[src/rtl/simt_fetch_pipe.sv]
// SIMT instruction fetch: accepts warp offers, issues in-order imem requests, and buffers
// the responses for decode. Global and per-warp flushes retire stale work via kill bits.
module simt_fetch_pipe #(
  parameter int NUM_WARPS       = 8,
  parameter int WARP_SIZE       = 32,
  parameter int ADDR_WIDTH      = 32,
  parameter int INSTR_WIDTH     = 32,
  parameter int MAX_OUTSTANDING = 4,
  parameter int OUT_DEPTH       = 4,
  parameter logic [INSTR_WIDTH-1:0] INSTR_NOP = INSTR_WIDTH'(32'h0000_0013),
  localparam int WID_W = $clog2(NUM_WARPS)
) (
  input  logic                   clk,
  input  logic                   rst,
  input  logic                   enable,
  input  logic                   warp_valid,
  input  logic [WID_W-1:0]       warp_id,
  input  logic [ADDR_WIDTH-1:0]  warp_pc,
  input  logic [WARP_SIZE-1:0]   warp_mask,
  output logic                   issue_ack,
  input  logic                   flush,
  input  logic                   flush_warp_valid,
  input  logic [WID_W-1:0]       flush_warp_id,
  output logic                   imem_req,
  output logic [ADDR_WIDTH-1:0]  imem_addr,
  input  logic                   imem_ready,
  input  logic                   imem_rvalid,
  input  logic [INSTR_WIDTH-1:0] imem_rdata,
  output logic                   out_valid,
  input  logic                   out_ready,
  output logic [INSTR_WIDTH-1:0] out_instr,
  output logic [ADDR_WIDTH-1:0]  out_pc,
  output logic [WID_W-1:0]       out_warp_id,
  output logic [WARP_SIZE-1:0]   out_mask,
  output logic                   busy
);
  localparam int TP_W  = $clog2(MAX_OUTSTANDING);
  localparam int OP_W  = $clog2(OUT_DEPTH);
  localparam int SUM_W = $clog2(MAX_OUTSTANDING + OUT_DEPTH) + 1;

  // Tag FIFO: one entry per outstanding request
  logic [WID_W-1:0]      tag_wid_mem  [MAX_OUTSTANDING];
  logic [ADDR_WIDTH-1:0] tag_pc_mem   [MAX_OUTSTANDING];
  logic [WARP_SIZE-1:0]  tag_mask_mem [MAX_OUTSTANDING];
  logic [MAX_OUTSTANDING-1:0] tag_kill_reg, tag_kill_next;
  logic [TP_W-1:0] tag_wr_reg, tag_rd_reg;
  logic [TP_W:0]   inflight_reg;

  // Output FIFO towards decode
  logic [INSTR_WIDTH-1:0] out_instr_mem [OUT_DEPTH];
  logic [ADDR_WIDTH-1:0]  out_pc_mem    [OUT_DEPTH];
  logic [WID_W-1:0]       out_wid_mem   [OUT_DEPTH];
  logic [WARP_SIZE-1:0]   out_mask_mem  [OUT_DEPTH];
  logic [OUT_DEPTH-1:0]   out_kill_reg, out_kill_next;
  logic [OP_W-1:0] out_wr_reg, out_rd_reg;
  logic [OP_W:0]   out_count_reg;

  logic             resp_take, head_kill, out_push, out_push_kill, out_head_kill, out_pop;
  logic [SUM_W-1:0] occupancy;

  assign resp_take     = imem_rvalid && (inflight_reg != '0);
  assign head_kill     = tag_kill_reg[tag_rd_reg];
  assign out_push      = resp_take && !flush && !head_kill;
  assign out_push_kill = flush_warp_valid && (tag_wid_mem[tag_rd_reg] == flush_warp_id);
  assign out_head_kill = out_kill_reg[out_rd_reg];
  assign out_pop       = (out_count_reg != '0) && (out_head_kill || out_ready);
  // Killed entries still occupy space until removed, so they count here too
  assign occupancy     = SUM_W'(inflight_reg) + SUM_W'(out_count_reg);

  assign issue_ack = !rst && enable && warp_valid && imem_ready && !flush &&
                     !(flush_warp_valid && (flush_warp_id == warp_id)) &&
                     (inflight_reg < (TP_W+1)'(MAX_OUTSTANDING)) &&
                     (occupancy < SUM_W'(OUT_DEPTH));
  assign imem_req  = issue_ack;
  assign imem_addr = warp_pc;

  generate
    for (genvar gi = 0; gi < MAX_OUTSTANDING; gi++) begin : g_tag_kill
      assign tag_kill_next[gi] =
        (issue_ack && (tag_wr_reg == TP_W'(gi))) ? 1'b0 :
        (flush || (flush_warp_valid && (tag_wid_mem[gi] == flush_warp_id))) ? 1'b1 :
        tag_kill_reg[gi];
    end
    for (genvar gi = 0; gi < OUT_DEPTH; gi++) begin : g_out_kill
      assign out_kill_next[gi] =
        (out_push && (out_wr_reg == OP_W'(gi))) ? out_push_kill :
        (flush_warp_valid && (out_wid_mem[gi] == flush_warp_id)) ? 1'b1 :
        out_kill_reg[gi];
    end
  endgenerate

  // Payload storage needs no reset; validity is carried by pointers and counts
  always_ff @(posedge clk) begin
    if (issue_ack) begin
      tag_wid_mem[tag_wr_reg]  <= warp_id;
      tag_pc_mem[tag_wr_reg]   <= warp_pc;
      tag_mask_mem[tag_wr_reg] <= warp_mask;
    end
    if (out_push) begin
      out_instr_mem[out_wr_reg] <= imem_rdata;
      out_pc_mem[out_wr_reg]    <= tag_pc_mem[tag_rd_reg];
      out_wid_mem[out_wr_reg]   <= tag_wid_mem[tag_rd_reg];
      out_mask_mem[out_wr_reg]  <= tag_mask_mem[tag_rd_reg];
    end
  end

  always_ff @(posedge clk) begin
    if (rst) begin
      tag_kill_reg  <= '0;
      tag_wr_reg    <= '0;
      tag_rd_reg    <= '0;
      inflight_reg  <= '0;
      out_kill_reg  <= '0;
      out_wr_reg    <= '0;
      out_rd_reg    <= '0;
      out_count_reg <= '0;
    end else begin
      tag_kill_reg <= tag_kill_next;
      tag_wr_reg   <= tag_wr_reg + TP_W'(issue_ack);
      tag_rd_reg   <= tag_rd_reg + TP_W'(resp_take);
      inflight_reg <= inflight_reg + (TP_W+1)'(issue_ack) - (TP_W+1)'(resp_take);
      out_kill_reg <= out_kill_next;
      out_wr_reg   <= out_wr_reg + OP_W'(out_push);
      if (flush) begin
        out_rd_reg    <= out_wr_reg;
        out_count_reg <= '0;
      end else begin
        out_rd_reg    <= out_rd_reg + OP_W'(out_pop);
        out_count_reg <= out_count_reg + (OP_W+1)'(out_push) - (OP_W+1)'(out_pop);
      end
    end
  end

  assign out_valid   = !rst && (out_count_reg != '0) && !out_head_kill;
  assign out_instr   = out_valid ? out_instr_mem[out_rd_reg] : INSTR_NOP;
  assign out_pc      = out_valid ? out_pc_mem[out_rd_reg]    : '0;
  assign out_warp_id = out_valid ? out_wid_mem[out_rd_reg]   : '0;
  assign out_mask    = out_valid ? out_mask_mem[out_rd_reg]  : '0;
  assign busy        = !rst && ((inflight_reg != '0) || (out_count_reg != '0));
endmodule
[config.mk]
export PLATFORM = sky130hd
export DESIGN_NAME = simt_fetch_pipe
export DESIGN_NICKNAME = d
export VERILOG_FILES = /design/src/rtl/simt_fetch_pipe.sv
export SDC_FILE = /design/constraint.sdc
export NUM_CORES = 1
export LEC_CHECK = 0
export ABC_CLOCK_PERIOD_IN_PS = 15700
export BUFFER_PORTS_ARGS = -buffer_cell sky130_fd_sc_hd__buf_2
export CORE_AREA = 2 2 213 215
export DETAILED_ROUTE_END_ITERATION = 10
export DIE_AREA = 0 0 215 217
export PLACE_DENSITY = 0.87
export SYNTH_ARGS = -nofsm -noshare
export SYNTH_HDL_FRONTEND = slang
export SYNTH_SLANG_ARGS = --single-unit
[constraint.sdc]
create_clock -name clk -period 15.7 [get_ports clk]
set_input_delay 1.57 -clock clk [delete_from_list [all_inputs] [get_ports clk]]
set_output_delay 1.57 -clock clk [all_outputs]
set_load 0.02 [all_outputs]
## Yosys cells after proc, flatten, opt, wreduce, memory -nomap -nowiden

Memories as Yosys holds them, arrays and structs flattened. A register that Yosys moved wholly into a read port is not among the register bits.
Index checks and enable logic that the tools add are counted.

| cells by class | value |
|---|---|
| order comparisons | 4 |
| equality and inequality tests | 16 |
| reductions and logical operators | 56 |
| $add $sub $neg | 9 |
| multiplexer cells | 28 |

Operators with widths:

| operator | count |
|---|---|
| 32-bit two-way mux | 3 |
| 1-bit logical AND | 32 |
| 3-bit equality test | 10 |
| 2-bit two-way mux | 8 |
| 1-bit two-way mux | 14 |
| 2-bit OR reduction | 5 |
| 2-bit by 1-bit adder with 2-bit output | 4 |
| 2-bit equality test (second input constant) | 4 |
| 2-bit nonzero test | 4 |
| 3-bit by 1-bit adder with 3-bit output | 2 |
| 1-bit logical OR | 6 |
| 2-bit by 3-bit less-than comparator with 1-bit output (second input constant) | 2 |
| 3-bit nonzero test | 2 |
| 3-bit by 1-bit subtractor with 3-bit output | 2 |
| 1-bit zero test | 5 |
| 3-bit by 3-bit adder with 4-bit output | 1 |
| 1-bit binary-select mux with 2-bit select | 2 |
| 2-bit by 1-bit equality test with 1-bit output (second input constant) | 2 |
| 2-bit zero test | 2 |
| 4-bit by 3-bit less-than comparator with 1-bit output (second input constant) | 1 |
| 3-bit less-than comparator (second input constant) | 1 |
| 3-bit two-way mux | 1 |

| storage, ports and cells | value |
|---|---|
| bits in registers | 22 |
| bits in writable memories | 664 |
| output and inout bits | 135 |
| memories | 7 |
| word-level logic and storage cells | 134 |
| input bits | 111 |

Memories:

| memory | depth | width | rd ports | clocked after Yosys merged registers in | wr ports | RTL line | RTL |
|---|---|---|---|---|---|---|---|
| out_instr_mem | 4 | 32 | 1 | 1 | 1 | 50 | `logic [INSTR_WIDTH-1:0] out_instr_mem [OUT_DEPTH];` |
| out_mask_mem | 4 | 32 | 1 | 1 | 1 | 53 | `logic [WARP_SIZE-1:0] out_mask_mem [OUT_DEPTH];` |
| out_pc_mem | 4 | 32 | 1 | 1 | 1 | 51 | `logic [ADDR_WIDTH-1:0] out_pc_mem [OUT_DEPTH];` |
| tag_mask_mem | 4 | 32 | 1 | 1 | 1 | 44 | `logic [WARP_SIZE-1:0] tag_mask_mem [MAX_OUTSTANDING];` |
| tag_pc_mem | 4 | 32 | 1 | 1 | 1 | 43 | `logic [ADDR_WIDTH-1:0] tag_pc_mem [MAX_OUTSTANDING];` |
| out_wid_mem | 4 | 3 | 5 | 1 | 1 | 52 | `logic [WID_W-1:0] out_wid_mem [OUT_DEPTH];` |
| +1 memories | -- | -- | -- | -- | -- | -- |  |

## Logic depth before layout (Yosys ltp)

| logic depth | value |
|---|---|
| depth in word-level cells | 10 |
| gate-level depth with buffers | 11 |
| depth with buffers taken out | 10 |

## Worst setup path before layout

No wires, ideal clock.

| path | value |
|---|---|
| path type | input to register |
| start point | input flush |
| end point | memory out_instr_mem[2][0], enable pin |
| stages | 4 |
| path buffers | 1 |
| arrival | 9.055 ns |
| path slack | 5.966 ns |
| library setup time | 0.679 ns |
| data required time | 15.021 ns |
| cell sequence | clkbuf_1 -> nor4b_4 -> inv_1 -> nor3_1 |

| on the way | value |
|---|---|
| word-level cells in the longest chain between the ends | 5 |

Ends and longest elaborated chain:

| what | RTL line | RTL |
|---|---|---|
| start: declaration | 21 | `input logic flush,` |
| 1-bit zero test | 63 | `assign out_push = resp_take && !flush && !head_kill;` |
| 1-bit logical AND (2 in series) | 63 |  |
| 1-bit two-way mux | 99 | `if (out_push) begin` |
| 1-bit two-way mux (not written as such) | 100 | `out_instr_mem[out_wr_reg] <= imem_rdata;` |
| end: declaration | 50 |  |

No other way between the ends.

## Final worst setup path

| path | value |
|---|---|
| start point | input rst |
| end point | output out_pc[10] |

| on the way | value |
|---|---|
| word-level cells in the longest chain between the ends | 4 |

Ends and longest elaborated chain:

| what | RTL line | RTL |
|---|---|---|
| start: declaration | 14 | `input logic rst,` |
| 1-bit zero test | 134 | `assign out_valid = !rst && (out_count_reg != '0) && !out_head_kill;` |
| 1-bit logical AND (2 in series) | 134 |  |
| 32-bit two-way mux | 136 | `assign out_pc = out_valid ? out_pc_mem[out_rd_reg] : '0;` |
| end: declaration | 32 | `output logic [ADDR_WIDTH-1:0] out_pc,` |

No other way between the ends.

==> results.sh <==
export IMPL_grt_max_degree=68
export IMPL_ys_seq_area_frac=0.776
export IMPL_yosys_area_top_type="edfxtp_1"
export IMPL_cp_max_fo=63
export IMPL_htree_levels=3
export IMPL_drt_iter0_markers=1030
export IMPL_finalWirelength_mm=50.4
export IMPL_status="finished, final reports clean"
export IMPL_hold_viol=0
export IMPL_path_clk_slew_ns=0.06
export IMPL_drtAntennaViolNets=0
export IMPL_fin_ws_ns=10.62
export IMPL_crit_path_end_kind="output pin"
export IMPL_die_area_sq_mm=0.0467
export IMPL_rsz0062_at_grt="false"
export IMPL_boundaryPins=246
export IMPL_avgSynthCellArea_sq_um=22.4
export IMPL_core_area_sq_mm=0.0447
export IMPL_clock_path_buffers=3
export IMPL_grt_pass1_wl_mm=76.2
export IMPL_tightest_slew_ns=1.09
export IMPL_syn2layout_area_growth_pct=14.2
export IMPL_arrival_ns=3.51
export IMPL_worstSkewPairLatency_ns=0.59
export IMPL_fin_crit_ns=5.08
export IMPL_path_class="input port to output pin"
export IMPL_antenna_found_initial=5
export IMPL_max_cap_violations=0
export IMPL_grt_usage=0.220
export IMPL_start_kind="input port"
export IMPL_portBuffers=245
export IMPL_async_flop_share=0
export IMPL_num_vias=12109
export IMPL_rows=78
export IMPL_via_per_inst=5.89
export IMPL_root_buffer="clkbuf_16"
export IMPL_setup_tns_ns=0
export IMPL_grt_overflow=0
export IMPL_ys_types=32
export IMPL_cpPeakStageDelay_ns=0.63
export IMPL_fp_dieW_um=215
export IMPL_synth_top_area_share=0.759
export IMPL_crit_buf_inv=3
export IMPL_grt_pass1_vias=12859
export IMPL_fp_dieH_um=217
export IMPL_hpwl_mm=28.4
export IMPL_cts_tree="built"
export IMPL_setup_viol=0
export IMPL_p_leak_nw=9.84
export IMPL_clock_skew_ns=0.0233
export IMPL_drc_errors=0
export IMPL_fmax_mhz=197
export IMPL_cts_buffers=67
export IMPL_hold_class="flip-flop to flip-flop"
export IMPL_critical_path_top_delay_family="buffers and inverters"
export IMPL_power_density_mw_per_mm2=141
export IMPL_slew_headroom=0.276
export IMPL_synth_edf_count=664
export IMPL_cp_common_cell="buf_2"
export IMPL_dp_slack_ns=10.58
export IMPL_ir_drop_v=0.000113
export IMPL_cts_setup_buffers=0
export IMPL_postSynthCellCount=1171
export IMPL_yosysWarnings=0
export IMPL_cts_resized=0
export IMPL_slowest_stage="buf_4"
export IMPL_drive_gt1_frac=0.368
export IMPL_hold_buffers=0
export IMPL_synth_ff_type="edfxtp_1"
export IMPL_initial_core_util=0.588
export IMPL_nets=1534
export IMPL_ys_top_cells_by_area="edfxtp_1 (76%), mux4_2 (14%), nor2b_1 (2.4%)"
export IMPL_place_gp_congestion=0.827
export IMPL_cp_cell_sequence="buf_2 > or3_4 > buf_4 > nor2b_1 > buf_2"
export IMPL_drv_slew=0
export IMPL_first_pass_iters=5
export IMPL_synth_area_sq_mm=0.0263
export IMPL_ys_seq_elements=686
export IMPL_wire_per_inst_um=24.5
export IMPL_clkSinkCount=686
export IMPL_syn_num_nets=1294
export IMPL_crit_required_ns=14.13
export IMPL_post_route_period_util=0.324
==> Yosys cell counts, drive strengths merged (2+ instances only) <==
| library cell | count |
|---|---|
| and2 | 3 |
| dfxtp | 22 |
| xnor2 | 28 |
| a21oi | 3 |
| nor2b | 101 |
| clkbuf | 23 |
| a211oi | 4 |
| and3 | 6 |
| fa | 2 |
| xor2 | 10 |
| nor3 | 4 |
| buf | 66 |
| nand3 | 2 |
| inv | 11 |
| or2 | 3 |
| edfxtp | 664 |
| ha | 10 |
| nand4 | 3 |
| a311oi | 8 |
| a31oi | 3 |
| nor2 | 19 |
| a41o | 4 |
| mux4 | 168 |
==> placed cells by master, fill, tap and decap left out, types with 2 or more instances in the layout <==
cell type     n
nor2_1       19
and3_4        6
nand3_1       2
fa_1          2
edfxtp_1    664
nand4_1       3
a31oi_1       3
clkbuf_16    69
ha_1         10
a311oi_1      7
bufinv_16     6
dfxtp_1      18
a21oi_1       3
inv_1        11
clkinv_1     10
clkinvlp_4    3
or2_1         3
and2_1        2
clkinv_2     11
inv_6         3
dfxtp_4       4
buf_2       245
nor2b_1     101
mux4_2      167
nor3_1        3
a41o_1        4
buf_4        15
clkbuf_1     10
xor2_1       10
xnor2_1      28
a211oi_1      4
==> kinds of logic (layout without fill, tap and decap cells) <==
group | Yosys count | count (layout) | share of synthesized area
compound gates | 23 | 23 | 0.00714
xor+xnor | 38 | 38 | 0.0127
fa+ha+maj | 12 | 12 | 0.00629
buf+inv | 100 | 384 | 0.0209
flops | 686 | 686 | 0.776
mux | 169 | 169 | 0.145
other cells | 0 | 1 | 0
simple gates | 143 | 143 | 0.0326
==> area by class of cell <==
type                    count  area (sq um)
fillers                  2833         14700
inverters                  11          41.3
repair buffers            260          1340
flip-flops and latches    686         20400
clock inverters            34           330
well taps                 600           751
clock buffers              79          1760
multi-input cells         385          5380
diodes                      1          2.50
==> layer usage <==
| layer | global-route usage | part of all wire | vias up |
|---|---|---|---|
| met3 | 0.0457 | 0.059 | 97 |
| met1 | 0.284 | 0.40 | 6304 |
| met5 | 0 | 0.00089 | - |
| li1 | - | - | 5241 |
| met4 | 0.0800 | 0.026 | 8 |
| met2 | 0.376 | 0.52 | 459 |
==> stage by stage <==
step                std cells  power (mW)  instance area (sq um)  utilization  hold WS (ns)
floorplan                1171        2.58                  26300            -         0.513
global placement         1942        2.70                  27900        0.624         0.572
detailed placement       1942        2.72                  27900        0.624         0.578
CTS                      2055        4.26                  30000        0.671         0.587
global route             2056        4.37                  30000        0.671         0.629
finish                   2056        4.22                  30000        0.671         0.585
==> power by group <==
part,internal [mW],total (mW),switching [mW]
logic,0.236,0.491,0.255
clock network,0.901,1.54,0.642
registers,2.13,2.18,0.0569
total,3.26,4.22,0.954
==> path summary, 6_finish.rpt <==
path,start,to,slack (ns),cells past startpoint
worst max-delay path,rst,out_pc[10],10.62,5
worst min-delay path,out_count_reg[1],out_count_reg[2],0.59,2
worst max register to register,tag_rd_reg[0],out_instr_mem[2][8],11.55,6
worst min register to register,out_count_reg[1],out_count_reg[2],0.59,2
==> worst register-to-register path, delay by kind of cell (launching register included) <==
family,cells,cell delay (ns)
multiplexers,1,0.64
AND/OR/NAND/NOR,2,0.63
buffers and inverters,3,1.62
flip-flops,1,0.82
Note: power is estimated with default switching activity, not from simulation.
